--- src/rtl/compare_accumulator.sv ---
// Compare accumulator: registers comparator results behind a valid/ready handshake and keeps outcome counts and a streak.
// Optional CMP_ONEHOT_CHECK_EN: reject flag sets that are not one-hot (sticky flag_err) instead of priority decoding.
module compare_accumulator #(
  parameter int CNT_W = 8
) (
  input  logic             clk,
  input  logic             rst,
  input  logic             in_valid,
  output logic             in_ready,
  input  logic [3:0]       Data_in_A,
  input  logic [3:0]       Data_in_B,
  input  logic             less,
  input  logic             equal,
  input  logic             greater,
  input  logic             clr,
  output logic             out_valid,
  input  logic             out_ready,
  output logic [1:0]       out_code,
  output logic [3:0]       out_max,
  output logic [CNT_W-1:0] cnt_less,
  output logic [CNT_W-1:0] cnt_equal,
  output logic [CNT_W-1:0] cnt_greater,
  output logic [3:0]       streak,
  output logic             flag_err
);

  typedef enum logic {IDLE, HOLD} state_t;
  typedef enum logic [1:0] {
    CODE_LESS    = 2'b00,
    CODE_EQUAL   = 2'b01,
    CODE_GREATER = 2'b10,
    CODE_ERR     = 2'b11
  } code_t;

  state_t           state, state_nxt;
  logic             accept;
  code_t            sample_code, last_code, last_code_nxt;
  logic             sample_bad;
  logic [3:0]       sample_max;
  logic [CNT_W-1:0] cnt_less_nxt, cnt_equal_nxt, cnt_greater_nxt;
  logic [3:0]       streak_nxt;

  function automatic logic [CNT_W-1:0] cnt_inc(input logic [CNT_W-1:0] v);
    return (&v) ? v : v + CNT_W'(1);
  endfunction

  // NOTE: every always_comb output gets a default first so no path leaves it unassigned (no latch).
  always_comb begin
    state_nxt = state;
    in_ready  = 1'b0;
    out_valid = 1'b0;
    accept    = 1'b0;
    case (state)
      IDLE: begin
        in_ready = 1'b1;
        if (in_valid) begin
          accept    = 1'b1;
          state_nxt = HOLD;
        end
      end
      HOLD: begin
        out_valid = 1'b1;
        if (out_ready) state_nxt = IDLE;
      end
    endcase
  end

  always_comb begin
    sample_code = CODE_LESS;
    sample_bad  = 1'b0;
`ifdef CMP_ONEHOT_CHECK_EN
    case ({greater, equal, less})
      3'b001:  sample_code = CODE_LESS;
      3'b010:  sample_code = CODE_EQUAL;
      3'b100:  sample_code = CODE_GREATER;
      default: begin
        sample_code = CODE_ERR;
        sample_bad  = 1'b1;
      end
    endcase
`else
    // Priority decode; a sample with no flag set counts as less.
    if (greater)    sample_code = CODE_GREATER;
    else if (equal) sample_code = CODE_EQUAL;
    else            sample_code = CODE_LESS;
`endif
    sample_max = sample_bad ? 4'd0 : ((Data_in_A >= Data_in_B) ? Data_in_A : Data_in_B);
  end

  // clr zeroes first, so a coinciding accept counts on top of an empty history.
  always_comb begin
    cnt_less_nxt    = cnt_less;
    cnt_equal_nxt   = cnt_equal;
    cnt_greater_nxt = cnt_greater;
    streak_nxt      = streak;
    last_code_nxt   = last_code;
    if (clr) begin
      cnt_less_nxt    = '0;
      cnt_equal_nxt   = '0;
      cnt_greater_nxt = '0;
      streak_nxt      = '0;
    end
    if (accept && !sample_bad) begin
      case (sample_code)
        CODE_EQUAL:   cnt_equal_nxt   = cnt_inc(cnt_equal_nxt);
        CODE_GREATER: cnt_greater_nxt = cnt_inc(cnt_greater_nxt);
        default:      cnt_less_nxt    = cnt_inc(cnt_less_nxt);
      endcase
      // A zero streak only exists before the first accept since reset/clr.
      if (streak_nxt == 4'd0 || sample_code != last_code) streak_nxt = 4'd1;
      else if (streak_nxt != 4'd15)                       streak_nxt = streak_nxt + 4'd1;
      last_code_nxt = sample_code;
    end
  end

  // NOTE: sequential state uses non-blocking assignments so all registers update from pre-edge values.
  always_ff @(posedge clk or posedge rst) begin
    if (rst) begin
      state       <= IDLE;
      out_code    <= 2'b00;
      out_max     <= 4'd0;
      cnt_less    <= '0;
      cnt_equal   <= '0;
      cnt_greater <= '0;
      streak      <= 4'd0;
      last_code   <= CODE_LESS;
    end else begin
      state       <= state_nxt;
      cnt_less    <= cnt_less_nxt;
      cnt_equal   <= cnt_equal_nxt;
      cnt_greater <= cnt_greater_nxt;
      streak      <= streak_nxt;
      last_code   <= last_code_nxt;
      if (accept) begin
        out_code <= sample_code;
        out_max  <= sample_max;
      end
    end
  end

`ifdef CMP_ONEHOT_CHECK_EN
  always_ff @(posedge clk or posedge rst) begin
    if (rst)                     flag_err <= 1'b0;
    else if (accept && sample_bad) flag_err <= 1'b1;
  end
`else
  assign flag_err = 1'b0;
`endif

endmodule

--- config.mk ---
export PLATFORM = sky130hd
export DESIGN_NAME = compare_accumulator
export DESIGN_NICKNAME = d
export VERILOG_FILES = /design/src/rtl/compare_accumulator.sv
export SDC_FILE = /design/constraint.sdc
export NUM_CORES = 1
export LEC_CHECK = 0
export BUFFER_PORTS_ARGS = -buffer_cell sky130_fd_sc_hd__buf_2
export CAP_MARGIN = 0
export CORE_MARGIN = 2
export CORE_UTILIZATION = 58
export CTS_BUF_LIST = sky130_fd_sc_hd__clkbuf_8
export DETAILED_ROUTE_END_ITERATION = 6
export GPL_TIMING_DRIVEN = 0
export PLACE_DENSITY = 0.93
export SLEW_MARGIN = 20
export SYNTH_ARGS = -nofsm -noshare
export SYNTH_HDL_FRONTEND = slang
export SYNTH_SLANG_ARGS = --single-unit
--- constraint.sdc ---
create_clock -name clk -period 2.95 [get_ports clk]
set_input_delay 0.4425 -clock clk [delete_from_list [all_inputs] [get_ports clk]]
set_output_delay 0.4425 -clock clk [all_outputs]
set_load 0.005 [all_outputs]
After elaboration in Yosys (flattened, before gate mapping)
Cells that the tools add are included.
Storage, ports and cells
  bits in registers: 35
  input bits: 16
  output and inout port bits: 37
  word-level logic and storage cells: 48
Operators by class
  $add $sub $neg: 4
  $lt $le $gt $ge: 1
  equal/unequal tests: 4
  muxes and demuxes: 25
  bitwise logic cells: 1
  reduce and logical (&&, ||, !) cells: 6
Operators with widths (number)
  2-to-1 mux 8 bit: 12
  adder 8 x 1 -> 8 bit, second input constant: 3
  AND reduction 8 bit: 3
  2-to-1 mux 4 bit: 5
  2-to-1 mux 1 bit: 6
  adder 4 x 1 -> 4 bit, second input constant: 1
  greater-or-equal comparator 4 bit: 1
  logical NOT 4 bit: 1
  != test 4 bit, second input constant: 1
  == test 2 x 1 -> 1 bit, second input constant: 1
  == test 2 bit, second input constant: 1
  2-to-1 mux 2 bit: 1
  != test 2 bit: 1
  one-hot mux 1 bit (2 select lines): 1
  OR reduction 2 bit: 1
  logical OR 1 bit: 1
  inverter 1 bit: 1

Depth between registers and ports, before layout
  depth in word-level cells: 6
  mapped depth: 8
  mapped depth without buffers: 7

Least setup slack after synthesis
No wires, ideal clock.
  path type: in2reg
  from: input clr
  to: register streak[1]
  setup time: 0.122 ns
  data arrival time: 1.568 ns
  data required time: 2.828 ns
  slack: 1.260 ns
  stages on the path: 8
  buffers on the path: 1
  cells stage by stage: buf_2 inv_2 nand2_1 inv_1 ha_1 a31oi_1 a31oi_1 a32o_1
On the way
  longest elaborated chain between the ends: 5
  elaborated cells between the ends (all ways): 8
  classes of those cells: 1 x add/sub; 1 x eq/ne; 4 x mux; 2 x reduce/logical
Ends and longest elaborated chain
  start, declared: RTL line 15  | input logic clr,
  2-to-1 mux 4 bit (*): RTL line 97  | if (clr) begin
  adder 4 x 1 -> 4 bit, or another cell as far along: RTL line 111  | else if (streak_nxt != 4'd15) streak_nxt = streak_nxt + 4'd1;
  2-to-1 mux 4 bit / logical OR 1 bit (equally long branches): RTL line 111, 110
  2-to-1 mux 4 bit: RTL line 110  | if (streak_nxt == 4'd0 || sample_code != last_code) streak_nxt = 4'd1;
  2-to-1 mux 4 bit (*): RTL line 103  | if (accept && !sample_bad) begin
  net streak_nxt[1]: RTL line 41  | logic [3:0] streak_nxt;
  end signal, assigned: RTL line 132  | streak <= streak_nxt;
  end, declared: RTL line 23  | output logic [3:0] streak,
Mark *: on every way through the listed nets, which the timed path passes. The rest lies on a longest branch.
A chain may end at the register's enable or synchronous reset.

Final worst setup path
Ends and elaborated chain as after synthesis.

==> results.md <==
* Main synth FF type: dfrtp_1
* Complex-gate fraction of the synthesized area at 0.200
* Mux cell area share after synthesis at 0.0101
* RSZ-0062 raised after global routing: no
* Peak Freq at 0.532 GHz
* TritonRoute pass-1 iters at 4
* XOR/XNOR share of the synthesized area at 0.00883
* Vias in the first global route at 1747
* P_sw at 301 uW
* Number of synthesized register bits at 35
* Worst-Skew Late Latency at 0.29 ns
* H-tree levels at 2
* Boundary pin count at 53
* Dpl hpwl at 3240 um
* Yosys warning count at 0
* Routed len/inst at 13.7 um
* Via count at 1809
* Final WL at 4310 um
* Layout Skew at 0.0109 ns
* Multi-input logic area at 0.00102 mm2
* Register share of total power at 0.439
* Slew headroom at 0.534
* Initial DRC count at 135
* Max stage delay on crit path at 0.36 ns
* # setup viols final at 0
* Area Overhead vs Synth at 22.4%
* HP Class: in -> async
* Number of max-cap violations at 0
* Crit-path slowest cell: a31oi_1
* Avg Cell Area, Syn at 9.40 um2
* Setup repair bufs after CTS at 0
* Status: complete, no violations
* CTS Root Cell: clkbuf_8
* Period utilisation layout at 0.638
* Initial Utilization at 0.599
* Clock power frac at 0.424
* Critical path, cell by cell: buf_2, buf_2, inv_2, nand2_1, inv_1, ha_1, a31oi_1, a31oi_1, a32o_1
* TritonCTS Buffers at 5
* Nets at 290
* Mapped Nets at 233
* CP Launch Type: input port
* Area of the core at 0.00331 mm2
* Final Worst Setup Slack at 1.07 ns
* Most frequent cells in the layout: 52 x buf_2, 35 x dfrtp_1, 18 x nand2_1
* Dpl ws at 0.799 ns
* Placer Congestion at 0.808
* Worst path required time at 3.12 ns
* Arrival @ worst endpoint at 2.05 ns
* Final Max Tran Viols at 0
* Combinational power share at 0.137
* TNS Setup at 0 ns
* Synth top area share at 0.441
* Adder-cell area share of the yosys netlist at 0.0378
* Number of remaining DRC errors at 0
* Simple-gate share of the synthesized area at 0.255
* Count of buffers from port buffering at 50
* Switch share at 0.247
* GRT Total Usage at 0.246
* Remaining Overflow, GRT at 0
* Seq/Total Area, Yosys at 0.441
* Maximum vdd ir drop at 0.279 mV
* Mapped cell area at 0.00198 mm2
* WHS at 0.248 ns
* Critical path fanouts, max at 10
* Buffer and inverter count on the worst path at 4
* Detail Route Antenna Nets at 0
* CP Capture Type: flop
* Chip width at 62.5 um
* CTS Buffer Depth at 2
* Fin cells at 315
* DP Cell Count at 307
* Post-synth EDFFs at 0
* CTS Hold Bufs at 0
* Initial antenna violation count at 0
* Share of cells above drive strength 1 at 0.275
* Largest family of logic cells by synthesized area: simple AND/OR/NAND/NOR gates
* Power Density at 501 mW/mm2
* Total Die Area at 0.00391 mm2
* Most area-hungry cell type in the Yosys netlist: dfrtp_1
* CTS resizes at 0
* Worst-margin pin slew at 0.698 ns
* Rows at 21
* Largest net degree at the start of global routing at 36
* Fill cells at 259
* Clock Sinks at 35
* Gate Count Post-Synth at 211
* Vias per inst at 5.74
* Async S/R FF share, synth at 1.00
* Synth area leaders: dfrtp_1 44%, a21oi_1 3.8%, ha_1 3.8%
* Die height at 62.5 um
* First-pass GRT wire length at 7630 um
* Crit path max-delay family: compound AO/OA/AOI/OAI gates
* CTS tree: built
* Commonest non-fill, non-tap cell in the layout: buf_2
* Storage cell area at 876 um2
* Fin. Hold Viols at 0
* Crit path kind: in -> reg
* DP Area at 0.00229 mm2
* Post-layout minimum cycle time at 1.88 ns
* CTS clock-pin slew for the worst setup and hold paths at 0.08 ns
* Synth unique cells at 54
* Pleak at 0.00123 uW
* Finished Cell Area at 0.00243 mm2
* N_diodes at 0
* Int Power at 916 uW
-- through the flow --
step	util	power, uW
floorplan	-	638
CTS	0.734	1230
global route	0.734	1280
detailed placement	0.692	711
global placement	0.692	702
finish	0.734	1220
-- per-layer routing --
| layer | vias up | part of all wire | routed length (um) | GRT usage |
|---|---|---|---|---|
| li1 | 881 | - | - | - |
| met2 | 63 | 0.50 | 2140 | 0.430 |
| met1 | 859 | 0.42 | 1790 | 0.290 |
| met3 | 6 | 0.072 | 311 | 0.0739 |
| met5 | - | 0 | 0 | 0 |
| met4 | 0 | 0.014 | 61 | 0.0778 |
-- cell type report --
type	instances	share of cell area
clock buffer	5	0.0283
timing repair buffer	50	0.103
multi-input combinational	154	0.420
buffer	6	0.0118
clock inverter	3	0.0278
tap	46	0.0237
inverter	16	0.0247
sequential	35	0.361
-- sequential cells by signal (all words and copies together), names as in the netlist --
signal and flops:
last_code 2, state 1, out_max 4, cnt_greater 8, cnt_equal 8, cnt_less 8
streak 4
-- power by group through the flow --
stage | sequential (uW) | combinational (uW) | clock (uW)
finish | 534 | 167 | 517
global route | 538 | 191 | 550
CTS | 534 | 169 | 525
detailed placement | 543 | 169 | 0
global placement | 541 | 161 | 0
floorplan | 542 | 95.6 | 0
-- cell usage after synthesis, types with 4 or more instances --
library cell	n
nor3_1	4
a31oi_1	11
nand2_1	18
o21ai_0	13
nand3_1	8
nor2b_1	6
nor2_1	16
a21oi_1	15
ha_1	6
inv_1	15
dfrtp_1	35
-- kinds of logic after synthesis --
logic type,count (synthesis)
other cells,1
mux,2
compound gates,62
flops,35
fa+ha+maj,6
buf+inv,22
xor+xnor,2
simple gates,81
-- final timing paths --
kind | from | endpoint | slack, ns | cells after the start
setup / recovery | clr | streak[1] | 1.07 | 9
hold / removal | rst | cnt_equal[3] | 0.25 | 2
setup reg to reg | last_code[0] | streak[1] | 1.33 | 4
hold reg to reg | cnt_less[1] | cnt_less[1] | 0.52 | 1
max in group asynchronous | rst | streak[1] | 2.24 | 2
min in group clk | out_ready | state | 0.32 | 2
Power figures use the tool's default switching activity.
